[config.mk]
export PLATFORM = sky130hd
export DESIGN_NAME = timer555_ctrl
export DESIGN_NICKNAME = d
export VERILOG_FILES = /design/src/rtl/timer555_ctrl.sv
export SDC_FILE = /design/constraint.sdc
export NUM_CORES = 1
export LEC_CHECK = 0
export CORE_MARGIN = 2
export CORE_UTILIZATION = 50
export CTS_CLUSTER_SIZE = 25
export DETAILED_ROUTE_END_ITERATION = 7
export PLACE_DENSITY = 0.79
export SYNTH_ARGS = -nofsm -noshare
export SYNTH_HDL_FRONTEND = slang
export SYNTH_SLANG_ARGS = --single-unit
[constraint.sdc]
create_clock -name clk -period 4.8 [get_ports clk]
set_input_delay 0.96 -clock clk [delete_from_list [all_inputs] [get_ports clk]]
set_output_delay 0.96 -clock clk [all_outputs]
set_load 0.02 [all_outputs]
[src/rtl/timer555_ctrl.sv]
// timer555_ctrl: digital controller for a 555-style timer (monostable, astable, gated astable)
// with per-phase watchdog and saturating period counter. Optional macro: TIMER555_RETRIG_EN.
module timer555_ctrl #(
  parameter int unsigned SYNC_STAGES = 2,
  parameter int unsigned WDOG_W      = 16,
  parameter int unsigned CNT_W       = 8
) (
  input  logic              clk,
  input  logic              rst,
  input  logic              en,
  input  logic [1:0]        mode,
  input  logic              trig,
  input  logic              cmp_trig,
  input  logic              cmp_thr,
  input  logic [WDOG_W-1:0] timeout,
  output logic              out,
  output logic              dis,
  output logic              busy,
  output logic              fault,
  output logic [CNT_W-1:0]  cycles
);

  localparam int unsigned SS = (SYNC_STAGES < 2) ? 2 : SYNC_STAGES;

  typedef enum logic [1:0] {
    MODE_OFF     = 2'b00,
    MODE_MONO    = 2'b01,
    MODE_ASTABLE = 2'b10,
    MODE_GATED   = 2'b11
  } mode_e;

  typedef enum logic [2:0] {
    ST_IDLE      = 3'd0,
    ST_CHARGE    = 3'd1,
    ST_DISCHARGE = 3'd2,
    ST_FAULT     = 3'd3
`ifdef TIMER555_RETRIG_EN
    , ST_RETRIG  = 3'd4
`endif
  } state_e;

  state_e            state;
  state_e            state_nxt;
  mode_e             mode_v;
  logic [SS-1:0]     sync_ct;
  logic [SS-1:0]     sync_th;
  logic [SS-1:0]     sync_tr;
  logic              cmp_trig_s;
  logic              cmp_thr_s;
  logic              trig_s;
  logic              trig_prev;
  logic              trig_edge;
  logic [WDOG_W-1:0] wdog;
  logic              timing;
  logic              contention;
  logic              wdog_trip;
  logic              force_idle;
  logic              period_done;
  logic              out_nxt;
  logic              dis_nxt;

  assign mode_v     = mode_e'(mode);
  assign cmp_trig_s = sync_ct[SS-1];
  assign cmp_thr_s  = sync_th[SS-1];
  assign trig_s     = sync_tr[SS-1];
  assign trig_edge  = trig_s & ~trig_prev;
  assign force_idle = ~en | (mode_v == MODE_OFF);

  // States in which the capacitor is actively timing and the watchdog runs.
  always_comb begin
    timing = (state == ST_CHARGE) || (state == ST_DISCHARGE);
`ifdef TIMER555_RETRIG_EN
    timing = timing || (state == ST_RETRIG);
`endif
  end

  assign contention = ((state == ST_CHARGE) || (state == ST_DISCHARGE)) && cmp_trig_s && cmp_thr_s;
  assign wdog_trip  = timing && (timeout != '0) && (wdog == timeout - WDOG_W'(1));

  always_comb begin
    state_nxt   = state;
    period_done = 1'b0;
    if (force_idle) begin
      state_nxt = ST_IDLE;
    end else if (contention || wdog_trip) begin
      state_nxt = ST_FAULT;
    end else begin
      case (state)
        ST_IDLE: begin
          if ((mode_v == MODE_MONO && trig_edge) ||
              (mode_v == MODE_ASTABLE) ||
              (mode_v == MODE_GATED && trig_s)) begin
            state_nxt = ST_CHARGE;
          end
        end
        ST_CHARGE: begin
`ifdef TIMER555_RETRIG_EN
          if (mode_v == MODE_MONO && trig_edge) begin
            state_nxt = ST_RETRIG;
          end else
`endif
          if (cmp_thr_s) begin
            if (mode_v == MODE_MONO) begin
              state_nxt   = ST_IDLE;
              period_done = 1'b1;
            end else begin
              state_nxt = ST_DISCHARGE;
            end
          end
        end
        ST_DISCHARGE: begin
          if (cmp_trig_s) begin
            period_done = 1'b1;
            state_nxt   = (mode_v == MODE_GATED && !trig_s) ? ST_IDLE : ST_CHARGE;
          end
        end
`ifdef TIMER555_RETRIG_EN
        ST_RETRIG: begin
          if (cmp_trig_s) begin
            state_nxt = ST_CHARGE;
          end
        end
`endif
        default: begin
          state_nxt = state;
        end
      endcase
    end
  end

  // Outputs are registered from the next state so they always equal the decode of the state register.
  always_comb begin
    out_nxt = 1'b0;
    dis_nxt = 1'b1;
    case (state_nxt)
      ST_CHARGE: begin
        out_nxt = 1'b1;
        dis_nxt = 1'b0;
      end
`ifdef TIMER555_RETRIG_EN
      ST_RETRIG: begin
        out_nxt = 1'b1;
        dis_nxt = 1'b1;
      end
`endif
      default: begin
        out_nxt = 1'b0;
        dis_nxt = 1'b1;
      end
    endcase
  end

  always_ff @(posedge clk) begin
    if (rst) begin
      sync_ct   <= '0;
      sync_th   <= '0;
      sync_tr   <= '0;
      trig_prev <= 1'b0;
      state     <= ST_IDLE;
      wdog      <= '0;
      cycles    <= '0;
      out       <= 1'b0;
      dis       <= 1'b1;
      busy      <= 1'b0;
      fault     <= 1'b0;
    end else begin
      sync_ct   <= {sync_ct[SS-2:0], cmp_trig};
      sync_th   <= {sync_th[SS-2:0], cmp_thr};
      sync_tr   <= {sync_tr[SS-2:0], trig};
      trig_prev <= trig_s;
      state     <= state_nxt;

      if (state_nxt != state) begin
        wdog <= '0;
      end else if (timing) begin
        wdog <= wdog + WDOG_W'(1);
      end

      if (force_idle) begin
        cycles <= '0;
      end else if (period_done && (cycles != '1)) begin
        cycles <= cycles + CNT_W'(1);
      end

      out   <= out_nxt;
      dis   <= dis_nxt;
      busy  <= (state_nxt != ST_IDLE);
      fault <= (state_nxt == ST_FAULT);
    end
  end

endmodule

==> results.json <==
{
  "dr.pass1.iters": 4,
  "die_w_um": 72.34,
  "async_flop_share_pct": 0,
  "power.density_mw_per_mm2": 258.1,
  "area_growth_pct": 21.28,
  "antenna_cells": 0,
  "startpoint_type": "primary input",
  "yosys.area.top_type": "dfxtp_1",
  "die_area_mm2": 0.005232,
  "gp_routability_congestion": 0.8208,
  "synthesis.area_mm2": 0.002335,
  "grt_util_all_layers_pct": 20.21,
  "first_iter_violations": 83,
  "synthFlopType": "dfxtp_1",
  "ys_warn_count": 0,
  "syn_nets": 309,
  "clockBufferDepth": 2,
  "grt_max_degree": 17,
  "rsz0062_at_grt": "no",
  "max_freq_mhz": 249.4,
  "ys_seq_area_share_pct": 32.58,
  "leakagePower_uw": 0.0009858,
  "fin_total_pwr_uw": 730.8,
  "crit_type": "in -> reg",
  "cp-end-kind": "register",
  "viasPerCell": 5.756,
  "clockRootBuffer": "clkbuf_8",
  "grt_pass1_wl_um": 8480,
  "timing.setup.tns_ns": 0,
  "utilization_pct": 64.14,
  "tightest_slew_ns": 0.7218,
  "cts.sinks": 38,
  "num_rows": 24,
  "ios": 36,
  "core_area_mm2": 0.004414,
  "status": "complete, no violations",
  "ant_nets": 0,
  "synth_top_area_share_pct": 32.58,
  "die_y_um": 72.34,
  "min_path_type": "reg -> reg",
  "cts_resized": 0,
  "clkTransAtPathRegs_ns": 0.08,
  "crit_fanout": 16,
  "skew_ns": 0.004790,
  "r2r-end": "cycles[6]",
  "syn_area_per_cell_um2": 8.279,
  "antenna_found_initial": 0,
  "crit_required_ns": 4.97,
  "fin_nets": 339,
  "yosysUniqueCellTypes": 56,
  "synth_seq_cells": 38,
  "r2r_cells": 8,
  "grt_overflow": 0,
  "drc_errors": 0,
  "htreeDepth": 2,
  "initial_core_util_pct": 52.89,
  "layout-drive-gt1-share_pct": 8.307,
  "relSlewSlack_pct": 51.56,
  "endpoint": "wdog[4]",
  "period_minus_slack_ns": 4.009,
  "insertion_delay_ns": 0.29,
  "cts_made_buffers": 5,
  "maxCapViolCount": 0,
  "finalCritPeriodShare_pct": 83.53,
  "vdd_drop_max_v": 0.0003943,
  "cp-startpoint": "timeout[0]",
  "n_fill_cell": 377,
  "wire_per_inst_um": 13.63,
  "cp_data_arrival_time_ns": 4.18,
  "dpl.hpwl_um": 3664,
  "post_cts_buffers": 0,
  "rrSetupSlack_ns": 1.93,
  "setup_viol": 0,
  "routed_wl_um": 4975,
  "port_buffers": 35,
  "vias": 2101,
  "first_global_vias": 1939,
  "netlist_instances": 282,
  "cts_tree": "done",
  "synth_edf_count": 0,
  "cts_hold_buf": 0,
  "synthTopCellsByArea": "dfxtp_1 (33%), xnor2_1 (7.1%), nor2_1 (6.8%), xor2_1 (6.4%), mux2i_1 (3.0%)",
  "reg2reg_from": "state[1]",
  "slew_viol_final": 0,
  "final-hold-violation-count": 0
}
## cell families (layout without fill, tap and decap cells)
group / count (synthesis) / after routing / share of synthesized area, %
buffers and inverters: 26 / 57 / 4.823
adder cells (fa/ha/maj): 3 / 3 / 1.608
AND/OR/NAND/NOR: 125 / 125 / 29.42
XOR/XNOR: 36 / 36 / 13.50
flip-flops: 38 / 38 / 32.58
multiplexers: 8 / 8 / 3.483
AO/OA/AOI/OAI: 46 / 46 / 14.58
## synthesized netlist by cell type (all sizes together), types with 2 or more instances
master,number
o21ai,3
nor2b,9
o21bai,2
o22ai,6
o211ai,3
and2,2
nor4,4
dfxtp,38
a311oi,2
nor3b,2
nand3,12
o21a,2
or2,3
buf,5
xor2,17
clkbuf,8
or3,6
inv,13
a31o,2
xnor2,19
nand2,15
ha,3
a221oi,3
a21oi,11
a41oi,2
and3,3
mux2i,7
nor3,9
nand4,9
or4,4
a31oi,3
nor2,42
## state kept, by name (all words and copies together), names as in the netlist
name,count
trig_prev,1
state,3
cycles,8
wdog,16
fault,1
dis,1
busy,1
out,1
sync_ct,2
sync_th,2
sync_tr,2
## critical path: stages
cell,delay [ns]
clkdlybuf4s50_1,0.64
inv_1,0.08
ha_1,0.30
nor2b_1,0.17
or3_1,0.34
a31o_2,0.24
or4_1,0.51
or4b_4,0.54
nand2_2,0.28
nor2_1,0.11
## final cells by class
type	count	area (µm²)	area share, %
multi-input combinational	218	1461	51.61
inverter	13	48.80	1.723
clock buffer	5	68.82	2.430
sequential	38	760.7	26.87
clock inverter	3	68.82	2.430
tap	52	65.06	2.298
timing repair buffer	36	357.8	12.64
## worst min-delay path by stage
stage	from	to	cells past startpoint
after detailed placement	sync_th[0]	sync_th[1]	1
after CTS	sync_th[0]	sync_th[1]	1
final	sync_th[0]	sync_th[1]	1
after floorplan	sync_ct[0]	sync_ct[1]	1
after global placement	sync_th[0]	sync_th[1]	1
after global routing	sync_th[0]	sync_th[1]	1
## per-layer routing
layer | vias up | global-route usage [%] | wire (µm)
li1 | 1067 | - | -
met1 | 980 | 24.87 | 2345
met2 | 45 | 34.96 | 2322
met3 | 9 | 4.167 | 226
met4 | 0 | 6.918 | 81
met5 | - | 0 | 0
## layout by cell type, fill, tap and decap left out, drive strengths merged, types with 3 or more instances in the layout
cell type,count
a21oi,11
a221oi,3
a31oi,3
and3,3
clkbuf,5
clkdlybuf4s50,35
dfxtp,38
ha,3
inv,13
mux2i,7
nand2,15
nand3,12
nand4,9
nor2,42
nor2b,9
nor3,9
nor4,4
o211ai,3
o21ai,3
o22ai,6
or2,3
or3,6
or4,4
xnor2,19
xor2,17
## stage by stage
stage	hold WS [ns]	std cells	setup WS [ns]	instance area, µm²
detailed placement	0.4204	357	0.5163	2694
finish	0.4369	365	0.7907	2831
CTS	0.4387	365	0.7856	2831
floorplan	0.4138	282	1.055	2335
global placement	0.4192	357	0.5871	2694
global route	0.4604	365	0.6747	2831
## power breakdown
part           internal (µW)  switching, µW  total [µW]
Clock                    208            119         327
Sequential               319           2.19         321
Combinational           39.7           43.2        82.9
Total                    567            164         731
No activity file was read; power rests on OpenSTA's default activity.
